### src/rtl/muldiv_pkg.sv
// Shared op codes and FSM states for the iterative multiply/divide unit.
package muldiv_pkg;

    typedef enum logic [2:0] {
        MD_MULT  = 3'd0,
        MD_MULTU = 3'd1,
        MD_DIV   = 3'd2,
        MD_DIVU  = 3'd3,
        MD_MTHI  = 3'd4,
        MD_MTLO  = 3'd5
    } md_op_t;

    typedef enum logic [1:0] {
        IDLE  = 2'd0,
        RUN   = 2'd1,
        FIXUP = 2'd2
    } md_state_t;

endpackage

### src/rtl/muldiv_step.sv
// One radix-2 iteration: shift-add for multiply, restoring step for divide.
module muldiv_step #(
    parameter int WIDTH = 32
) (
    input  logic             i_div,
    input  logic [WIDTH:0]   i_acc,
    input  logic [WIDTH-1:0] i_q,
    input  logic [WIDTH-1:0] i_m,
    output logic [WIDTH:0]   o_acc,
    output logic [WIDTH-1:0] o_q
);

    logic [WIDTH:0] w_sum;
    logic [WIDTH:0] w_rem_sh;
    logic [WIDTH:0] w_diff;
    logic           w_ge;

    assign w_sum    = i_q[0] ? (i_acc + {1'b0, i_m}) : i_acc;
    assign w_rem_sh = {i_acc[WIDTH-1:0], i_q[WIDTH-1]};
    assign w_ge     = (w_rem_sh >= {1'b0, i_m});
    assign w_diff   = w_rem_sh - {1'b0, i_m};

    always_comb begin
        o_acc = {1'b0, w_sum[WIDTH:1]};
        o_q   = {w_sum[0], i_q[WIDTH-1:1]};
        if (i_div) begin
            o_acc = w_ge ? w_diff : w_rem_sh;
            o_q   = {i_q[WIDTH-2:0], w_ge};
        end
    end

endmodule

### src/rtl/muldiv_unit.sv
// Iterative MULT/MULTU/DIV/DIVU unit with architectural HI/LO registers.
module muldiv_unit
    import muldiv_pkg::*;
#(
    parameter int WIDTH = 32
) (
    input  logic             clk,
    input  logic             reset_n,
    input  logic             start,
    input  logic [2:0]       op,
    input  logic [WIDTH-1:0] a,
    input  logic [WIDTH-1:0] b,
    input  logic             flush,
    output logic             busy,
    output logic             done,
    output logic [WIDTH-1:0] hi,
    output logic [WIDTH-1:0] lo
);

    localparam int CNT_W = $clog2(WIDTH + 1);

    md_state_t          r_state;
    md_state_t          w_state_nxt;
    logic [CNT_W-1:0]   r_cnt;
    logic [WIDTH:0]     r_acc;
    logic [WIDTH-1:0]   r_q;
    logic [WIDTH-1:0]   r_m;
    logic               r_is_div;
    logic               r_neg_q;
    logic               r_neg_r;
    logic               r_dz;
    logic [WIDTH-1:0]   r_hi;
    logic [WIDTH-1:0]   r_lo;
    logic               r_done;

    logic               w_accept;
    logic               w_is_md;
    logic               w_is_div;
    logic               w_sgn;
    logic [WIDTH-1:0]   w_abs_a;
    logic [WIDTH-1:0]   w_abs_b;
    logic [WIDTH:0]     w_acc_nxt;
    logic [WIDTH-1:0]   w_q_nxt;
    logic [2*WIDTH-1:0] w_prod;
    logic [2*WIDTH-1:0] w_prod_fix;
    logic [WIDTH-1:0]   w_quo;
    logic [WIDTH-1:0]   w_rem;

    assign busy = (r_state != IDLE);
    assign done = r_done;
    assign hi   = r_hi;
    assign lo   = r_lo;

    assign w_accept = start && !busy && !flush;
    assign w_is_md  = (op[2] == 1'b0);
    assign w_is_div = (op == MD_DIV) || (op == MD_DIVU);
    assign w_sgn    = (op == MD_MULT) || (op == MD_DIV);
    assign w_abs_a  = (w_sgn && a[WIDTH-1]) ? -a : a;
    assign w_abs_b  = (w_sgn && b[WIDTH-1]) ? -b : b;

    muldiv_step #(.WIDTH(WIDTH)) u_step (
        .i_div (r_is_div),
        .i_acc (r_acc),
        .i_q   (r_q),
        .i_m   (r_m),
        .o_acc (w_acc_nxt),
        .o_q   (w_q_nxt)
    );

    // Divide-by-zero naturally leaves the dividend as remainder; only LO is forced.
    assign w_prod     = {r_acc[WIDTH-1:0], r_q};
    assign w_prod_fix = r_neg_q ? -w_prod : w_prod;
    assign w_quo      = r_dz ? '1 : (r_neg_q ? -r_q : r_q);
    assign w_rem      = r_neg_r ? -r_acc[WIDTH-1:0] : r_acc[WIDTH-1:0];

    always_comb begin
        w_state_nxt = r_state;
        unique case (r_state)
            IDLE: begin
                if (w_accept && w_is_md) w_state_nxt = RUN;
            end
            RUN: begin
                if (flush)
                    w_state_nxt = IDLE;
                else if (r_cnt == CNT_W'(WIDTH - 1))
                    w_state_nxt = FIXUP;
            end
            FIXUP:   w_state_nxt = IDLE;
            default: w_state_nxt = IDLE;
        endcase
    end

    always_ff @(posedge clk or negedge reset_n) begin
        if (!reset_n)
            r_state <= IDLE;
        else
            r_state <= w_state_nxt;
    end

    always_ff @(posedge clk or negedge reset_n) begin
        if (!reset_n) begin
            r_cnt    <= '0;
            r_acc    <= '0;
            r_q      <= '0;
            r_m      <= '0;
            r_is_div <= 1'b0;
            r_neg_q  <= 1'b0;
            r_neg_r  <= 1'b0;
            r_dz     <= 1'b0;
            r_hi     <= '0;
            r_lo     <= '0;
            r_done   <= 1'b0;
        end else begin
            r_done <= 1'b0;
            unique case (r_state)
                IDLE: begin
                    if (w_accept && w_is_md) begin
                        r_cnt    <= '0;
                        r_acc    <= '0;
                        r_q      <= w_is_div ? w_abs_a : w_abs_b;
                        r_m      <= w_is_div ? w_abs_b : w_abs_a;
                        r_is_div <= w_is_div;
                        r_neg_q  <= w_sgn && (a[WIDTH-1] ^ b[WIDTH-1]);
                        r_neg_r  <= w_sgn && a[WIDTH-1];
                        r_dz     <= w_is_div && (b == '0);
                    end else if (w_accept && op == MD_MTHI) begin
                        r_hi   <= a;
                        r_done <= 1'b1;
                    end else if (w_accept && op == MD_MTLO) begin
                        r_lo   <= a;
                        r_done <= 1'b1;
                    end
                end
                RUN: begin
                    r_cnt <= r_cnt + 1'b1;
                    r_acc <= w_acc_nxt;
                    r_q   <= w_q_nxt;
                end
                FIXUP: begin
                    if (!flush) begin
                        r_hi   <= r_is_div ? w_rem : w_prod_fix[2*WIDTH-1:WIDTH];
                        r_lo   <= r_is_div ? w_quo : w_prod_fix[WIDTH-1:0];
                        r_done <= 1'b1;
                    end
                end
                default: ;
            endcase
        end
    end

endmodule

### config.mk
export PLATFORM = sky130hd
export DESIGN_NAME = muldiv_unit
export DESIGN_NICKNAME = d
export VERILOG_FILES = /design/src/rtl/muldiv_pkg.sv /design/src/rtl/muldiv_step.sv /design/src/rtl/muldiv_unit.sv
export SDC_FILE = /design/constraint.sdc
export NUM_CORES = 1
export LEC_CHECK = 0
export BUFFER_PORTS_ARGS = -buffer_cell sky130_fd_sc_hd__buf_4
export CAP_MARGIN = 20
export CORE_ASPECT_RATIO = 1.4
export CORE_MARGIN = 1
export CORE_UTILIZATION = 52
export CTS_BUF_LIST = sky130_fd_sc_hd__clkbuf_8
export DETAILED_ROUTE_END_ITERATION = 6
export PLACE_DENSITY = 0.68
export SLEW_MARGIN = 20
export SYNTH_ARGS = -nofsm -noshare
export SYNTH_HDL_FRONTEND = slang
export SYNTH_SLANG_ARGS = --single-unit
export TNS_END_PERCENT = 50
### constraint.sdc
create_clock -name clk -period 4.6 [get_ports clk]
set_clock_uncertainty 0.2 [all_clocks]
set_input_delay 0.46 -clock clk [delete_from_list [all_inputs] [get_ports clk]]
set_output_delay 0.46 -clock clk [all_outputs]
set_load 0.01 [all_outputs]
### Word level (Yosys, flattened, before mapping)

Index checks and enable logic that the tools add are counted.

| cells by class | value |
|---|---|
| reductions and logical operators | 24 |
| bitwise logic cells | 2 |
| add/subtract/negate cells | 8 |
| muxes and demuxes | 38 |
| magnitude comparators | 1 |
| equality and inequality tests | 14 |

Operators with widths:

| cell | number |
|---|---|
| 32-bit two-way mux | 18 |
| 32-bit case mux with 2 select lines | 3 |
| 33-bit two-way mux | 4 |
| 32-bit negator | 4 |
| 33-bit case mux with 2 select lines | 1 |
| 64-bit two-way mux | 1 |
| 64-bit negator | 1 |
| 33-bit by 32-bit adder with 33-bit output | 1 |
| 33-bit by 32-bit >= comparator with 1-bit output | 1 |
| 33-bit by 32-bit subtractor with 33-bit output | 1 |
| 32-bit logical NOT | 1 |
| 2-bit inequality test (second input constant) | 6 |
| 6-bit case mux with 2 select lines | 1 |
| 1-bit logical AND | 9 |
| 6-bit by 1-bit adder with 6-bit output (second input constant) | 1 |
| 3-bit by 2-bit == test with 1-bit output (second input constant) | 2 |
| 3-bit == test (second input constant) | 2 |
| 6-bit by 5-bit == test with 1-bit output (second input constant) | 1 |
| 2-bit two-way mux | 3 |
| 6-bit two-way mux | 1 |
| 2-bit AND reduction | 3 |
| 2-bit nonzero test | 3 |
| 5-bit AND reduction | 1 |
| 1-bit two-way mux | 4 |
| other kinds (12) | 14 |

| storage, ports and cells | value |
|---|---|
| bits in registers | 174 |
| input port bits | 71 |
| logic and storage cells | 99 |

### Longest topological paths before layout

Gate-level depths: netlist of the first run.

| logic depth | value |
|---|---|
| word-level depth | 9 |
| mapped depth | 15 |

### Modules after synthesis

Synthesis of the first run repeated with hierarchy kept, for this count alone.

| second synthesis, totals | value |
|---|---|
| cell total of the unflattened synthesis | 2017 |
| area, all modules | 15691.3 um2 |

By module, submodules not included:

| module | area each (um2) | sequential area each (um2) | cells an instance | times used |
|---|---|---|---|---|
| muldiv_unit | 10840.4 | 4354.2 | 1310 | 1 |
| muldiv_step | 4850.9 | 0.0 | 707 | 1 |

### Worst setup path after synthesis of the first run

No wires, ideal clock.

| timing | value |
|---|---|
| path kind | register to register |
| from | register r_q[31] |
| to | register r_acc[26] |
| slack | 0.969 ns |
| path buffers | 0 |
| stages on the path, launching flop included | 14 |
| data required time | 4.278 ns |
| library setup time | 0.122 ns |
| arrival | 3.309 ns |
| path through | dfrtp_1 inv_1 ha_1 inv_1 fa_1 a21o_1 a221oi_1 a221oi_1 nand3b_1 a2111oi_1 o21ai_0 xnor2_1 o211ai_1 a32o_1 |

| on the way | value |
|---|---|
| cells in the longest elaborated chain, start to end | 4 |
| elaborated cells on any way between the ends | 5 |
| classes of those cells | add/sub: 1; order compare: 1; mux: 3 |

RTL lines:

| what | RTL line | text |
|---|---|---|
| start: declaration | muldiv_unit.sv:26 | `logic [WIDTH-1:0] r_q;` |
| start signal: assignment | muldiv_unit.sv:120 | `r_q <= w_is_div ? w_abs_a : w_abs_b;` |
| start signal: assignment | muldiv_unit.sv:137 | `r_q <= w_q_nxt;` |
| 33-bit by 32-bit subtractor with 33-bit output or 33-bit by 32-bit >= comparator with 1-bit output (tied branches) | muldiv_step.sv:21, muldiv_step.sv:20 |  |
| 33-bit two-way mux (*) | muldiv_step.sv:27 | `o_acc = w_ge ? w_diff : w_rem_sh;` |
| 33-bit two-way mux (*) | muldiv_step.sv:26 | `if (i_div) begin` |
| 33-bit case mux with 2 select lines (*) | muldiv_unit.sv:115 | `unique case (r_state)` |
| end signal: assignment | muldiv_unit.sv:136 | `r_acc <= w_acc_nxt;` |
| end: declaration | muldiv_unit.sv:25 | `logic [WIDTH:0] r_acc;` |

Mark *: on every way between the ends. The rest lies on a longest branch, timed or not.
A chain may end at the register's enable or synchronous reset.

### Final worst setup path of the first run

| timing | value |
|---|---|
| from | register r_q[31] |
| to | register r_acc[32] |

Same word-level chain as after synthesis.

==> results.toml, run 1 <==
[yosys]
async_reset_ff_share_pct = 100
synth.yosys.warnings = 0
netlist_area_mm2 = 0.0158
synth.area.top_cells = "sky130_fd_sc_hd__dfrtp_1 (28%), sky130_fd_sc_hd__xnor2_1 (5.8%), sky130_fd_sc_hd__nand2_1 (5.7%), sky130_fd_sc_hd__o21ai_0 (5.6%), sky130_fd_sc_hd__ha_1 (5.5%)"
synth_top_family_by_area = "compound AO/OA/AOI/OAI gates"
synth_largest_area_cell = "sky130_fd_sc_hd__dfrtp_1"
synth_cell_type_count = 79
yosys.area_share.adder_pct = 5.71
leading_register_cell_type_out_of_synthesis = "sky130_fd_sc_hd__dfrtp_1"
synth_sequential_area_ratio_pct = 27.5
synth_enable_flop_cells = 0
synth_simple_gate_area_share_pct = 19.2
synth.mux.area_fraction_pct = 3.91
synth_largest_type_area_fraction_pct = 27.5
synth_xor_xnor_area_share_pct = 9.30
synth-compound-area-share_pct = 29.1
netlist_instances = 2060
synthMostInstantiatedCell = "sky130_fd_sc_hd__nand2_1"
number_of_register_bits_inferred_by_synthesis = 174
netlist_top_cells_count = "sky130_fd_sc_hd__nand2_1 (239), sky130_fd_sc_hd__o21ai_0 (177), sky130_fd_sc_hd__dfrtp_1 (174)"
synth_fp_nets = 2202
mean_area_per_synthesized_cell_um2 = 7.68

[timing]
achievable-frequency_ghz = 0.238
setup_viol_count_final = 0
finalWorstSetupSlack_ps = 392
slew_violations = 0
timing.max_slew.rel_slack_pct = 27.6
fin_crit_sh_pct = 91.5
tightestPinTransition_ps = 1070
grt_setup_unrepaired = "no"
timing.setup.tns_ps = 0
timing.final.crit_period_ps = 4210
report.final.hold_viol_count = 0

[detailed_routing]
drt-wirelength-per-cell_um = 24.9
first_pass_iters = 6
detailedRoute.firstIterationViolations = 1483
routed_via_density = 6.59
route.vias.total = 16500
post-route-drc-count = 0
wl_mm = 62.4
antenna_violating_nets_post_route = 0

[cells_and_area]
antenna-diode-count = 0
post_layout_nonfiller_instances = 2502
multiInputGateArea_mm2 = 0.0107
final_layout_size_suffix_gt1_share_pct = 11.5
design_area_mm2 = 0.0176
areaGrowthSynthToFinish_pct = 11.0
post_layout_net_count = 2246
ff_latch_area_mm2 = 0.00436
layout.filler_cells = 2854

[cts]
clk-insertion-delay-late_ps = 530
tritoncts.num_buffers = 17
cts.sink_count = 174
cts_root_buf = "sky130_fd_sc_hd__clkbuf_8"
cts_h_tree_lvls = 4
hold_bufs_inserted_after_cts = 1
cts_buffer_depth = 2
clkTransAtPathRegs_ps = 120
tritoncts = "yes"
postCtsSetupBuffers = 0
postCtsResizedCells = 0

[die]
die_area_mm2 = 0.0311
num_io_pins = 137
die_y_um = 208
initial_standard_cell_utilization_of_the_core_pct = 52.9
fp-row-count = 75
chipWidth_um = 149
core_mm2 = 0.0299

[global_route]
grt_pass1_vias = 15800
groute.layer.met2.usage_pct = 66.7
grt_first_pass_wirelength_mm = 93.9
antenna_violations_before_repair = 1
grtUsageTotal_pct = 40.3
met1_layer_usage_reported_by_global_route_pct = 47.4
grt_use_met3_pct = 6.38
overall_overflow_remaining_after_global_route = 0
global_route.peak_usage_layer = "met2"
largest_net_degree_at_the_start_of_global_routing = 75

[critical_path]
critical_path.max_stage_delay_ps = 620
crit_path_max_fanout = 6
worst_path_dominant_cell_family = "compound AO/OA/AOI/OAI gates"
data_arrival_time_of_the_critical_path_ps = 4450
critical_path.endpoint_type = "flop"
timing.critical_path.slowest_stage_cell = "sky130_fd_sc_hd__a221oi_1"
cp.buffers_inverters = 2
crit_path_cell_trace = "inv_1, ha_1, inv_1, fa_1, a21o_1, a221oi_1, a221oi_1, o21ai_0, o21ai_0, a41oi_1, nand3b_1, xnor2_1, a32o_1"
crit_required_ps = 4840
cp_class = "reg -> reg"
critical_path.startpoint_type = "flop"

[outcome]
outcome = "complete, no violations"

[place]
port_buffers = 136
dp.cells = 2469
gpl.final_weighted_congestion = 0.979
place_area_mm2 = 0.0171
placement.setup.worst_slack_ps = 484
place.detailed.hpwl_mm = 47.5

[job]
timing.max_cap.violations = 0

[power_and_ir_drop]
ir_drop_mv = 0.911
power_per_cell_area_mw_per_mm2 = 611
p_leak_nw = 7.59
total_power_mw = 10.7

[min_path]
hold_path_class = "in -> reg"
-- logic make-up after synthesis --
logic type	count (synthesis)
AO/OA/AOI/OAI	720
adder cells (fa/ha/maj)	71
flip-flops	174
buffers and inverters	221
XOR/XNOR	168
AND/OR/NAND/NOR	645
multiplexers	61
-- state kept, by name, summed over array words and instances (netlist names) --
register,cells
r_q,32
hi,32
r_is_div,1
r_m,32
r_neg_r,1
r_state,2
r_dz,1
r_acc,33
done,1
r_neg_q,1
r_cnt,6
lo,32
-- metrics by stage --
step                      util [%]  hold WS (ps)
final                         58.7          54.4
after global routing          58.7          36.0
after global placement        57.3           245
after CTS                     58.7          19.1
after floorplan                  -         -35.6
after detailed placement      57.3           254
-- cells in the final DEF (no fill, tap or decap), types with 25 or more instances in the layout --
master                     Yosys  routed
sky130_fd_sc_hd__xor2_1       63      63
sky130_fd_sc_hd__o31ai_1      29      29
sky130_fd_sc_hd__dfrtp_1     174     173
sky130_fd_sc_hd__nor3_1       43      43
sky130_fd_sc_hd__nand3_1      38      38
sky130_fd_sc_hd__a31oi_1      25      25
sky130_fd_sc_hd__a21o_1       48      48
sky130_fd_sc_hd__o211ai_1     34      34
sky130_fd_sc_hd__o21ai_0     177     177
sky130_fd_sc_hd__a211oi_1     59      59
sky130_fd_sc_hd__a21oi_1     160     160
sky130_fd_sc_hd__nand2_1     239     238
sky130_fd_sc_hd__buf_4         1     175
sky130_fd_sc_hd__nor2_1      158     157
sky130_fd_sc_hd__mux2i_1      55      55
sky130_fd_sc_hd__o22ai_1      45      44
sky130_fd_sc_hd__inv_1        65      65
sky130_fd_sc_hd__ha_1         69      69
sky130_fd_sc_hd__xnor2_1     105     105
-- power breakdown --
part           total, mW  switching [mW]  internal, mW  leakage (nW)
Sequential          2.76           0.779          1.98          2.15
Combinational       6.82            4.05          2.78          5.24
Clock               1.14           0.730         0.413         0.195
-- layout make-up --
| cell class | count | area share [%] |
|---|---|---|
| Clock buffer | 17 | 1.33 |
| Tap cell | 385 | 2.74 |
| Inverter | 66 | 1.41 |
| Timing Repair Buffer | 180 | 7.94 |
| Sequential cell | 174 | 24.8 |
| Clock inverter | 15 | 0.983 |
| Multi-Input combinational cell | 1665 | 60.8 |
-- routing by layer --
metal / part of all wire, % / vias up
met5: 0 / -
met4: 7.2 / 0
met3: 6.7 / 237
met2: 48 / 782
met1: 38 / 7852
li1: - / 7610
-- worst paths after layout --
check,from,slack (ps),end,cells past startpoint
max in group asynchronous,reset_n,2880,r_q[17],3
worst min-delay path,flush,50,r_state[1],2
worst max register to register,r_q[31],390,r_acc[32],13
worst min register to register,lo[19],290,lo[19],2
min in group asynchronous,reset_n,240,hi[25],2
worst max-delay path,r_q[31],390,r_acc[32],13
(Power assumes the default switching activity.)
==> run 2: changes to the inputs <==
--- a/config.mk
+++ b/config.mk
@@ -13,6 +13,7 @@
 export CTS_BUF_LIST = sky130_fd_sc_hd__clkbuf_8
 export DETAILED_ROUTE_END_ITERATION = 6
 export PLACE_DENSITY = 0.68
+export RECOVER_POWER = 50
 export SLEW_MARGIN = 20
 export SYNTH_ARGS = -nofsm -noshare
 export SYNTH_HDL_FRONTEND = slang
==> results.toml, run 2 (synthesis gave the netlist of run 1 again) <==
[min_path]
hold_path_class = "in -> reg"
hold_path.startpoint = "flush"
worstHoldPathCells = 2
min_delay_worst_endpoint = "r_state[1]"

[detailed_routing]
post-route-drc-count = 0
drt-wirelength-per-cell_um = 25.0
route.vias.total = 16500
antenna_violating_nets_post_route = 0
detailedRoute.firstIterationViolations = 1509
first_pass_iters = 6
wl_mm = 62.5
routed_via_density = 6.60

[critical_path]
critical_path.startpoint_type = "flop"
regToRegEndpoint = "r_acc[32]"
cp_class = "reg -> reg"
r2r_setup_slack_ps = 390
data_arrival_time_of_the_critical_path_ps = 4450
crit_required_ps = 4840
crit-reg2reg-launch = "r_q[31]"
critical_path.endpoint_type = "flop"
crit_path_max_fanout = 6
worst-r2r-cell-count = 13

[cts]
cts_root_buf = "sky130_fd_sc_hd__clkbuf_8"
hold_bufs_inserted_after_cts = 1
cts.sink_count = 174
tritoncts = "yes"
tritoncts.num_buffers = 17
cts_h_tree_lvls = 4
postCtsSetupBuffers = 0
cts_buffer_depth = 2
clkTransAtPathRegs_ps = 120
postCtsResizedCells = 0
clk-insertion-delay-late_ps = 540

[cells_and_area]
register_bank_with_the_most_flops = "r_acc"
areaGrowthSynthToFinish_pct = 9.42
largest_reg_flops = 33
layout.filler_cells = 2898
layout_common_cells = "sky130_fd_sc_hd__nand2_1 (238), sky130_fd_sc_hd__o21ai_0 (177), sky130_fd_sc_hd__dfrtp_1 (173)"
post_layout_net_count = 2246
layout.cells.most_common = "sky130_fd_sc_hd__nand2_1"
final_layout_size_suffix_gt1_share_pct = 8.41

[die]
die_y_um = 208
num_io_pins = 137
fp-row-count = 75
core_mm2 = 0.0299
chipWidth_um = 149
initial_standard_cell_utilization_of_the_core_pct = 52.9
die_area_mm2 = 0.0311

[outcome]
violations_in_the_final_reports = "capacitance limit, slew limit"
outcome = "complete, but fails checks"

[job]
timing.max_cap.violations = 1

[timing]
grt_setup_unrepaired = "no"
timing.setup.tns_ps = 0
slew_violations = 51
report.final.hold_viol_count = 0
timing.final.crit_period_ps = 4210
whs_ps = 44.0
timing.max_slew.rel_slack_pct = -110
achievable-frequency_ghz = 0.238
tightestPinTransition_ps = 3150
fin_crit_sh_pct = 91.4
setup_viol_count_final = 0

[power_and_ir_drop]
p_leak_nw = 7.33
power.switching_fraction_pct = 52.4
power_share_of_the_sequential_group_pct = 25.9
power.combinational.fraction_pct = 63.3
cell_internal_pwr_mw = 5.06
power.net_switching_mw = 5.56
power_per_cell_area_mw_per_mm2 = 613
ir_drop_mv = 0.913
clock_power_share_pct = 10.8

[place]
port_buffers = 136
place.detailed.hpwl_mm = 47.5
gpl.final_weighted_congestion = 0.979

[global_route]
overall_overflow_remaining_after_global_route = 0
grt_first_pass_wirelength_mm = 93.9
antenna_violations_before_repair = 1
largest_net_degree_at_the_start_of_global_routing = 75
grt_pass1_vias = 15800
grtUsageTotal_pct = 40.3
## run 2: cell types whose count changed in the layout (fill, tap and decap cells not counted)
cell	delta
sky130_fd_sc_hd__clkbuf_1	+66
sky130_fd_sc_hd__buf_6	-1
sky130_fd_sc_hd__diode_2	+1
sky130_fd_sc_hd__clkbuf_4	+1
sky130_fd_sc_hd__buf_4	-66
## run 2: worst max-delay path by stage
stage	startpoint	end	slack [ps]	depth (start not counted)
after global routing	reset_n	r_q[17]	100	3
after CTS	r_q[31]	r_acc[32]	480	13
after global placement	r_q[31]	r_acc[32]	530	13
after detailed placement	r_q[31]	r_acc[32]	480	13
final	r_q[31]	r_acc[32]	390	13
after floorplan	r_q[31]	r_acc[26]	970	13
## run 2: per-layer routing
layer / track usage, % / part of all wire, %
met1: 47.4 / 38
met2: 66.7 / 48
met3: 6.38 / 7.3
met4: 27.1 / 7.2
met5: 0 / 0
## run 2: cell type report
cell class	instances	area [µm²]	area share, %
Tap cell	385	482	2.78
Antenna cell	1	2.50	0.0145
Clock buffer	17	234	1.35
Sequential cell	174	4360	25.2
Clock inverter	15	173	0.997
Timing Repair Buffer	180	1140	6.61
Multi-Input combinational cell	1665	10700	61.6
Inverter	66	248	1.43
## run 2: power groups by stage
| stage | clock (mW) | sequential [mW] | combinational (mW) |
|---|---|---|---|
| after floorplan | 0 | 2.44 | 4.82 |
| after global placement | 0 | 2.74 | 6.64 |
| after detailed placement | 0 | 2.75 | 6.68 |
| after CTS | 1.16 | 2.72 | 6.71 |
| after global routing | 1.20 | 2.79 | 7.31 |
| final | 1.15 | 2.75 | 6.72 |
## run 2: critical path, stage by stage, from the launching register on
cell                       delay [ps]
sky130_fd_sc_hd__dfrtp_1          460
sky130_fd_sc_hd__inv_1            110
sky130_fd_sc_hd__ha_1             170
sky130_fd_sc_hd__inv_1             50
sky130_fd_sc_hd__fa_1             400
sky130_fd_sc_hd__a21o_1           190
sky130_fd_sc_hd__a221oi_1         630
sky130_fd_sc_hd__a221oi_1         300
sky130_fd_sc_hd__o21ai_0          400
sky130_fd_sc_hd__o21ai_0          320
sky130_fd_sc_hd__a41oi_1          360
sky130_fd_sc_hd__nand3b_1         130
sky130_fd_sc_hd__xnor2_1          140
sky130_fd_sc_hd__a32o_1           260
## run 2: stage by stage
stage | instances | util (%) | power, mW | area, µm² | setup WS [ps]
6_report | 2503 | 57.8 | 10.6 | 17300 | 394
5_1_grt | 2502 | 57.8 | 11.3 | 17300 | 102
4_1_cts | 2502 | 58.7 | 10.6 | 17600 | 482
3_5_place_dp | 2469 | 57.3 | 9.43 | 17100 | 484
3_3_place_gp | 2469 | 57.3 | 9.37 | 17100 | 526
2_1_floorplan | 2060 | - | 7.25 | 15800 | 969
